<file path="src/rtl/irq_ctrl.sv">
// Interrupt controller: synchronised sources, per-source edge/level PEND, MASK/MODE
// registers, fixed lowest-index priority and a non-nesting IDLE/REQ/SERVICE handshake.
module irq_ctrl #(
    parameter int unsigned NSRC = 6
) (
    input  logic            clk,
    input  logic            reset,
    input  logic [NSRC-1:0] src,
    input  logic [1:0]      addr,
    input  logic            we,
    input  logic [31:0]     wdata,
    output logic [31:0]     rdata,
    input  logic            ack,
    input  logic            eret,
    output logic            int_req,
    output logic [2:0]      int_id
);

    typedef enum logic [1:0] {
        StIdle    = 2'd0,
        StReq     = 2'd1,
        StService = 2'd2
    } state_e;

    localparam logic [1:0] AddrMask   = 2'd0;
    localparam logic [1:0] AddrPend   = 2'd1;
    localparam logic [1:0] AddrMode   = 2'd2;
    localparam logic [1:0] AddrStatus = 2'd3;

    state_e          state_q, state_d;
    logic [NSRC-1:0] src_q, src_qq;
    logic [NSRC-1:0] pend_edge_q, pend_edge_d;
    logic [NSRC-1:0] mask_q, mask_d;
    logic [NSRC-1:0] mode_q, mode_d;
    logic [NSRC-1:0] pend, elig, rise, clr;
    logic [2:0]      int_id_q, int_id_d;
    logic            int_req_q, int_req_d;
    logic [2:0]      win_id;
    logic            win_vld;

    // Only the low NSRC bits of write data carry register content.
    logic unused_wdata;
    assign unused_wdata = ^wdata[31:NSRC];

    // Level sources mirror the synchronised line; edge sources use the sticky bit.
    assign pend = (mode_q & pend_edge_q) | (~mode_q & src_qq);
    assign elig = pend & mask_q;
    assign rise = src_q & ~src_qq;

    // Register writes and sticky edge-pending update; a new edge beats a same-cycle clear.
    always_comb begin
        mask_d = mask_q;
        mode_d = mode_q;
        clr    = '0;
        if (we && addr == AddrMask) mask_d = wdata[NSRC-1:0];
        if (we && addr == AddrMode) mode_d = wdata[NSRC-1:0];
        if (we && addr == AddrPend) clr = wdata[NSRC-1:0];
        if (ack && state_q == StReq) clr = clr | (NSRC'(1) << int_id_q);
        pend_edge_d = mode_q & ((pend_edge_q & ~clr) | rise);
    end

    // Lowest eligible index wins.
    always_comb begin
        win_id  = '0;
        win_vld = |elig;
        for (int i = int'(NSRC) - 1; i >= 0; i--) begin
            if (elig[i]) win_id = 3'(i);
        end
    end

    // State register plus synchroniser, pending, configuration and output flops.
    always_ff @(posedge clk or negedge reset) begin
        if (!reset) begin
            state_q     <= StIdle;
            src_q       <= '0;
            src_qq      <= '0;
            pend_edge_q <= '0;
            mask_q      <= '0;
            mode_q      <= '0;
            int_id_q    <= '0;
            int_req_q   <= 1'b0;
        end else begin
            state_q     <= state_d;
            src_q       <= src;
            src_qq      <= src_q;
            pend_edge_q <= pend_edge_d;
            mask_q      <= mask_d;
            mode_q      <= mode_d;
            int_id_q    <= int_id_d;
            int_req_q   <= int_req_d;
        end
    end

    // Next-state: REQ holds its source until taken (ack) or no longer eligible.
    always_comb begin
        state_d = state_q;
        unique case (state_q)
            StIdle:    if (win_vld) state_d = StReq;
            StReq: begin
                if (ack)                   state_d = StService;
                else if (!elig[int_id_q])  state_d = StIdle;
            end
            StService: if (eret) state_d = StIdle;
            default:   state_d = StIdle;
        endcase
    end

    // Outputs: request tracks REQ, id latches only on IDLE->REQ.
    always_comb begin
        int_req_d = (state_d == StReq);
        int_id_d  = int_id_q;
        if (state_q == StIdle && state_d == StReq) int_id_d = win_id;
    end

    assign int_req = int_req_q;
    assign int_id  = int_id_q;

    // Register read mux, zero-extended.
    always_comb begin
        rdata = '0;
        unique case (addr)
            AddrMask:   rdata = {{(32 - NSRC){1'b0}}, mask_q};
            AddrPend:   rdata = {{(32 - NSRC){1'b0}}, pend};
            AddrMode:   rdata = {{(32 - NSRC){1'b0}}, mode_q};
            AddrStatus: rdata = {26'b0, state_q, 1'b0, int_id_q};
            default:    rdata = '0;
        endcase
    end

endmodule

</file>
<file path="config.mk">
export PLATFORM = sky130hd
export DESIGN_NAME = irq_ctrl
export DESIGN_NICKNAME = d
export VERILOG_FILES = /design/src/rtl/irq_ctrl.sv
export SDC_FILE = /design/constraint.sdc
export NUM_CORES = 1
export LEC_CHECK = 0
export CORE_MARGIN = 5
export CORE_UTILIZATION = 46
export CTS_CLUSTER_SIZE = 8
export DETAILED_ROUTE_END_ITERATION = 16
export DONT_BUFFER_PORTS = 1
export PLACE_DENSITY = 0.59
export SLEW_MARGIN = 20
export SYNTH_ARGS = -nofsm -noshare
export SYNTH_HDL_FRONTEND = slang
export SYNTH_SLANG_ARGS = --single-unit
</file>
<file path="constraint.sdc">
create_clock -name clk -period 4 [get_ports clk]
set_input_delay 0.6 -clock clk [delete_from_list [all_inputs] [get_ports clk]]
set_output_delay 0.6 -clock clk [all_outputs]
set_load 0.02 [all_outputs]
</file>
==> reports/metrics.yaml, run 1 <==
yosys.area.top_type_share_pct: 46.8
clockRootBuffer: "clkbuf_8"
grt_pass1_vias: 1194
cts_tree: "done"
hp-class: "input pin to asynchronous set/reset pin"
gr-total-overflow: 0
synth_warnings: 0
cts.clk_slew.worst_paths_ps: 70
hold_slack_ps: 141
ir_worst_vdd_mv: 0.232
cts_inserted_buffers: 5
n_antenna_cell: 0
placedCellCount: 214
final.period_utilization_pct: 57.2
core-area_mm2: 0.00403
final_max_slew_viol_count: 0
power.density_mw_per_mm2: 535
place_area_mm2: 0.00188
max-slew-margin-rel_pct: 54.0
fin_cells: 223
timing.fmax_ghz: 0.437
clock_latency_ps: 290
cts_resized: 0
dp_slack_ps: 2020
synth-seq-cells: 36
start_util_pct: 47.8
nNetsFinal: 217
worstSetupEndpointType: "output port"
synthCells: 168
htreeDepth: 2
cts_num_sinks: 36
syn_avg_cell_area_um2: 11.5
final_common_cell: "dfrtp_1"
crit_fanout: 4
io-pin-count: 81
r2r-start: "mode_q[5]$_DFFE_PN0P_"
rsz0062_at_grt: "false"
synth_area_leaders: "dfrtp_1 47%, buf_4 10%, mux4_2 5.8%, mux2_2 5.3%, nand2_1 2.9%"
routed_wl_um: 3770
postCtsSetupBuffers: 0
worstSetupPathType: "register to output port"
clockBufferDepth: 2
antenna_found_initial: 0
avgViaCountPerCell: 5.49
ff_latch_area_um2: 901
io_buffer_count: 0
crit_arrival_ps: 1690
die_w_um: 74.7
place.gp.congestion: 0.777
dieHeight_um: 74.7
grt_util_all_layers_pct: 15.0
grt_max_degree: 37
status: "finished, final reports clean"
synth_top_area_cell: "dfrtp_1"
worst_pin_slew_ps: 683
clock_skew_ps: 4.73
yosysSeqAreaShare_pct: 46.8
fin_crit_ps: 2290
crit_path_end: "rdata[5]"
ant_nets: 0
finalSetupTns_ps: 0
p_total_mw: 1.06
multi_input_area_um2: 875
rr_worst_depth: 4
grt_pass1_wl_um: 6100
num_vias: 1224
r2r-end: "int_req$_DFF_PN0_"
p_leak_nw: 0.877
drc: 0
worstPathRequired_ps: 3400
final_hold_viol_count: 0
drt_iter0_drc: 65
regToRegSetupSlack_ps: 2190
fillerInstances: 357
area_growth_pct: 3.18
finalSetupViolCount: 0
final_area_mm2: 0.00199
cp-start-kind: "register"
cp-startpoint: "mode_q[5]$_DFFE_PN0P_"
dieArea_mm2: 0.00558
synth_cell_types: 38
timing.max_cap.violations: 0
post-route-util_pct: 49.3
layout-drive-gt1-share_pct: 18.5
wl_per_cell_um: 16.9
rows: 23
syn_area_mm2: 0.00193
first_pass_iters: 4
final.setup.worst_slack_ps: 1710
final_cell_mix: "36 x dfrtp_1, 26 x conb_1, 15 x nand2_1"
hpwl_um: 2840
flip-flops by register name (all words and copies together) (netlist names):
name,flops
state_q,2
pend_edge_q,6
src_qq,6
mask_q,6
src_q,6
int_req,1
mode_q,6
int_id,3
worst max-delay path: stages, from the launching register on:
cell and delay (ps):
dfrtp_1 420, mux2_4 330, mux4_1 650
logic make-up after synthesis:
group	after synthesis	share of synthesized area [%]
flip-flops	36	46.8
AO/OA/AOI/OAI	34	14.9
AND/OR/NAND/NOR	41	11.7
buffers and inverters	39	12.7
multiplexers	17	13.8
other	1	0.195
timing repair:
action / CTS / global route
hold buffers: 1 / 0
endpoints found under the hold margin: 36 / 0
endpoints found under the setup margin: 0 / 0
cell usage after synthesis:
| master | instances |
|---|---|
| inv_1 | 10 |
| and2_1 | 2 |
| mux4_2 | 5 |
| nor3b_2 | 1 |
| a21boi_0 | 4 |
| mux4_1 | 1 |
| or3_1 | 1 |
| o311ai_0 | 1 |
| a311oi_1 | 1 |
| o221a_2 | 2 |
| nand3_1 | 5 |
| o21a_1 | 2 |
| a211oi_1 | 1 |
| nand3b_1 | 4 |
| nand2_1 | 15 |
| buf_2 | 1 |
| dfrtp_1 | 36 |
| nor2b_1 | 2 |
| o221ai_1 | 4 |
| o2bb2ai_1 | 2 |
| mux2_2 | 9 |
| a22o_2 | 1 |
| o21ai_0 | 9 |
| and4_1 | 1 |
| mux2i_1 | 1 |
| nor2_1 | 2 |
| a211o_1 | 1 |
| o41ai_4 | 1 |
| a21oi_1 | 2 |
| mux2_4 | 1 |
| a21o_1 | 1 |
| and2_2 | 1 |
| o311ai_2 | 2 |
| nand2b_1 | 5 |
| nor3b_1 | 2 |
| buf_4 | 26 |
| clkbuf_1 | 2 |
| conb_1 | 1 |
area by class of cell:
type / count / share of cell area [%]
Multi-Input combinational cell: 118 / 44.0
Clock buffer: 6 / 4.15
Inverter: 10 / 1.89
Clock inverter: 2 / 0.503
Sequential cell: 36 / 45.3
Tap cell: 50 / 3.15
Timing Repair Buffer: 1 / 1.01
power by group:
part	total, mW	internal [mW]	switching (mW)
Sequential	0.523	0.422	0.101
Clock	0.263	0.137	0.126
Combinational	0.276	0.121	0.155
Total	1.06	0.681	0.382
metal layers:
layer	routed length, um	global-route usage [%]	up-vias
li1	-	-	558
met1	1550	18.5	604
met2	1810	23.8	54
met3	336	4.54	8
met4	84	7.71	0
met5	0	0	-
how the worst min path moves through the flow:
stage	end	slack, ps	cells after the start
6_report	mask_q[1]$_DFFE_PN0P_	140	1
5_1_grt	mask_q[1]$_DFFE_PN0P_	140	1
4_1_cts	mask_q[1]$_DFFE_PN0P_	140	1
3_5_place_dp	src_qq[0]$_DFF_PN0_	310	0
3_3_place_gp	src_q[0]$_DFF_PN0_	310	0
2_1_floorplan	int_id[0]$_DFFE_PN0P_	300	0
No activity file was read; power rests on OpenSTA's default activity.
==> run 2: changes to the inputs <==
==> constraint.sdc (replaced) <==
create_clock -name clk -period 2.2 [get_ports clk]
set_input_delay 0.33 -clock clk [delete_from_list [all_inputs] [get_ports clk]]
set_output_delay 0.33 -clock clk [all_outputs]
set_load 0.02 [all_outputs]
==> run 2 against run 1 <==
- flip-flop and latch count stayed put
- final cell count increased by 0.90%
- non-clock buffer count increased by 2
- critical path type unchanged
- highest routed layer unchanged
- critical path depth did not move
- sequential share of layout area down 0.73 points
- combinational power grew 83%
- core utilization up 0.81 points
==> reports/metrics.yaml, run 2 (synthesized netlist as in run 1, its figures left out) <==
routed_wl_um: 3780  # was 3770 um
worstSetupEndpointType: "output port"  # unchanged
grt_max_degree: 37  # unchanged
nNetsFinal: 219  # was 217
fillerInstances: 369  # was 357
hpwl_um: 2830  # was 2840 um
num_vias: 1242  # was 1224
ir_worst_vdd_mv: 0.473  # was 0.232 mV
start_util_pct: 47.8  # unchanged
cp-start-kind: "register"  # unchanged
first_pass_iters: 5  # was 4
p_total_mw: 2.02  # was 1.06 mW
rsz0062_at_grt: "false"  # unchanged
drc: 0  # unchanged
timing.fmax_ghz: 0.498
finalSetupTns_ps: 0  # unchanged
final_max_slew_viol_count: 0  # unchanged
final_cell_mix: "36 x dfrtp_1, 26 x conb_1, 15 x nand2_1"  # unchanged
fin_cells: 225  # was 223
crit_arrival_ps: 1680  # was 1690 ps
io_buffer_count: 0  # unchanged
crit_fanout: 4  # unchanged
clockBufferDepth: 2  # unchanged
grt_util_all_layers_pct: 14.9  # was 15.0%
timing.max_cap.violations: 0  # unchanged
grt_pass1_wl_um: 6180  # was 6100 um
postCtsSetupBuffers: 0  # unchanged
multi_input_area_um2: 875  # unchanged
die_w_um: 74.7  # unchanged
area_growth_pct: 4.87  # was 3.18%
dieHeight_um: 74.7  # unchanged
n_antenna_cell: 0  # unchanged
gr-total-overflow: 0  # unchanged
final_hold_viol_count: 0  # unchanged
fin_crit_ps: 2010
cts_num_sinks: 36  # unchanged
final_common_cell: "dfrtp_1"  # unchanged
cts.clk_slew.worst_paths_ps: 70  # about the same
status: "finished, final reports clean"  # unchanged
ff_latch_area_um2: 901  # unchanged
place.gp.congestion: 0.762  # was 0.777
clock_latency_ps: 280  # was 290 ps
power.density_mw_per_mm2: 1000  # was 535 mW/mm2
core-area_mm2: 0.00403  # unchanged
grt_pass1_vias: 1240  # was 1194
layout-drive-gt1-share_pct: 18.3  # was 18.5%
clockRootBuffer: "clkbuf_8"  # unchanged
max-slew-margin-rel_pct: 59.4  # was 54.0%
worstSetupPathType: "register to output port"  # unchanged
io-pin-count: 81  # unchanged
p_leak_nw: 0.890  # was 0.877 nW
htreeDepth: 2  # unchanged
cts_tree: "done"  # unchanged
dieArea_mm2: 0.00558  # unchanged
rows: 23  # unchanged
worst_pin_slew_ps: 606  # was 683 ps
ant_nets: 0  # unchanged
finalSetupViolCount: 0  # unchanged
clock_skew_ps: 2.94  # was 4.73 ps
hp-class: "input pin to register"  # was input pin to asynchronous set/reset pin
final.period_utilization_pct: 91.3
placedCellCount: 215  # was 214
avgViaCountPerCell: 5.52  # was 5.49
wl_per_cell_um: 16.8  # was 16.9 um
antenna_found_initial: 0  # unchanged
worstPathRequired_ps: 1870  # was 3400 ps
cts_inserted_buffers: 5  # unchanged
drt_iter0_drc: 91  # was 65
run 2: cell count changes in the layout (fill, tap and decap cells not counted):
cell / change
buf_4: +1
bufinv_16: +1
clkbuf_1: +1
clkbuf_8: -1
clkinv_2: -1
dlygate4sd3_1: +1
run 2: worst max-delay path: stages (launching register included):
cell and delay (ps):
dfrtp_1 420, mux2_4 330, mux4_1 650
run 2: layout make-up:
type | instances | share of cell area [%]
Sequential cell | 36 | 44.6
Tap cell | 50 | 3.10
Clock buffer | 6 | 3.59
Clock inverter | 2 | 1.73
Multi-Input combinational cell | 118 | 43.3
Inverter | 10 | 1.86
Timing Repair Buffer | 3 | 1.86
run 2: path summary, 6_finish.rpt:
kind	start	endpoint	slack, ps	depth (start not counted)
min in group asynchronous	reset	mode_q[0]$_DFFE_PN0P_	490	2
max in group asynchronous	reset	int_id[1]$_DFFE_PN0P_	1530	2
max reg2reg	mode_q[4]$_DFFE_PN0P_	int_req$_DFF_PN0_	400	4
min reg2reg	src_q[3]$_DFF_PN0_	src_qq[3]$_DFF_PN0_	370	0
min	src[4]	src_q[4]$_DFF_PN0_	70	0
max	mode_q[5]$_DFFE_PN0P_	rdata[5]	190	2
run 2: power by group:
part | internal, mW | total (mW) | leakage [nW] | switching (mW)
combinational | 0.225 | 0.505 | 0.391 | 0.280
clock | 0.336 | 0.563 | 0.0552 | 0.227
sequential | 0.768 | 0.954 | 0.444 | 0.186
total | 1.33 | 2.02 | 0.890 | 0.693
run 2: metal layers:
layer | global-route usage, % | wire length (um) | vias up
li1 | - | - | 564
met1 | 19.6 | 1570 | 615
met2 | 23.9 | 1850 | 61
met3 | 4.27 | 340 | 2
met4 | 4.74 | 21 | 0
met5 | 0 | 0 | -
run 2: per-stage QoR:
| step | worst slack [ps] | hold slack (ps) | area, um2 | util [%] |
|---|---|---|---|---|
| 3_5_place_dp | 427 | 35.4 | 1880 | 46.7 |
| 5_1_grt | 129 | 45.2 | 2020 | 50.2 |
| 6_report | 192 | 70.0 | 2020 | 50.2 |
| 3_3_place_gp | 442 | 35.4 | 1880 | 46.7 |
| 4_1_cts | 177 | 57.9 | 2020 | 50.2 |
| 2_1_floorplan | 539 | 34.4 | 2020 | - |
run 2: timing repair:
item                                    CTS  global route
gates resized for setup                   0             0
endpoints found under the setup margin    0             0
hold endpoints to repair                 36             0
hold buffers                              2             0
==> run 3: changes to the inputs <==
--- a/config.mk
+++ b/config.mk
@@ -5,6 +5,7 @@
 export SDC_FILE = /design/constraint.sdc
 export NUM_CORES = 1
 export LEC_CHECK = 0
+export CAP_MARGIN = 20
 export CORE_MARGIN = 5
 export CORE_UTILIZATION = 46
 export CTS_CLUSTER_SIZE = 8
==> results of run 3 <==
Same layout as run 2: the final DEF is identical, and so are final timing and power.
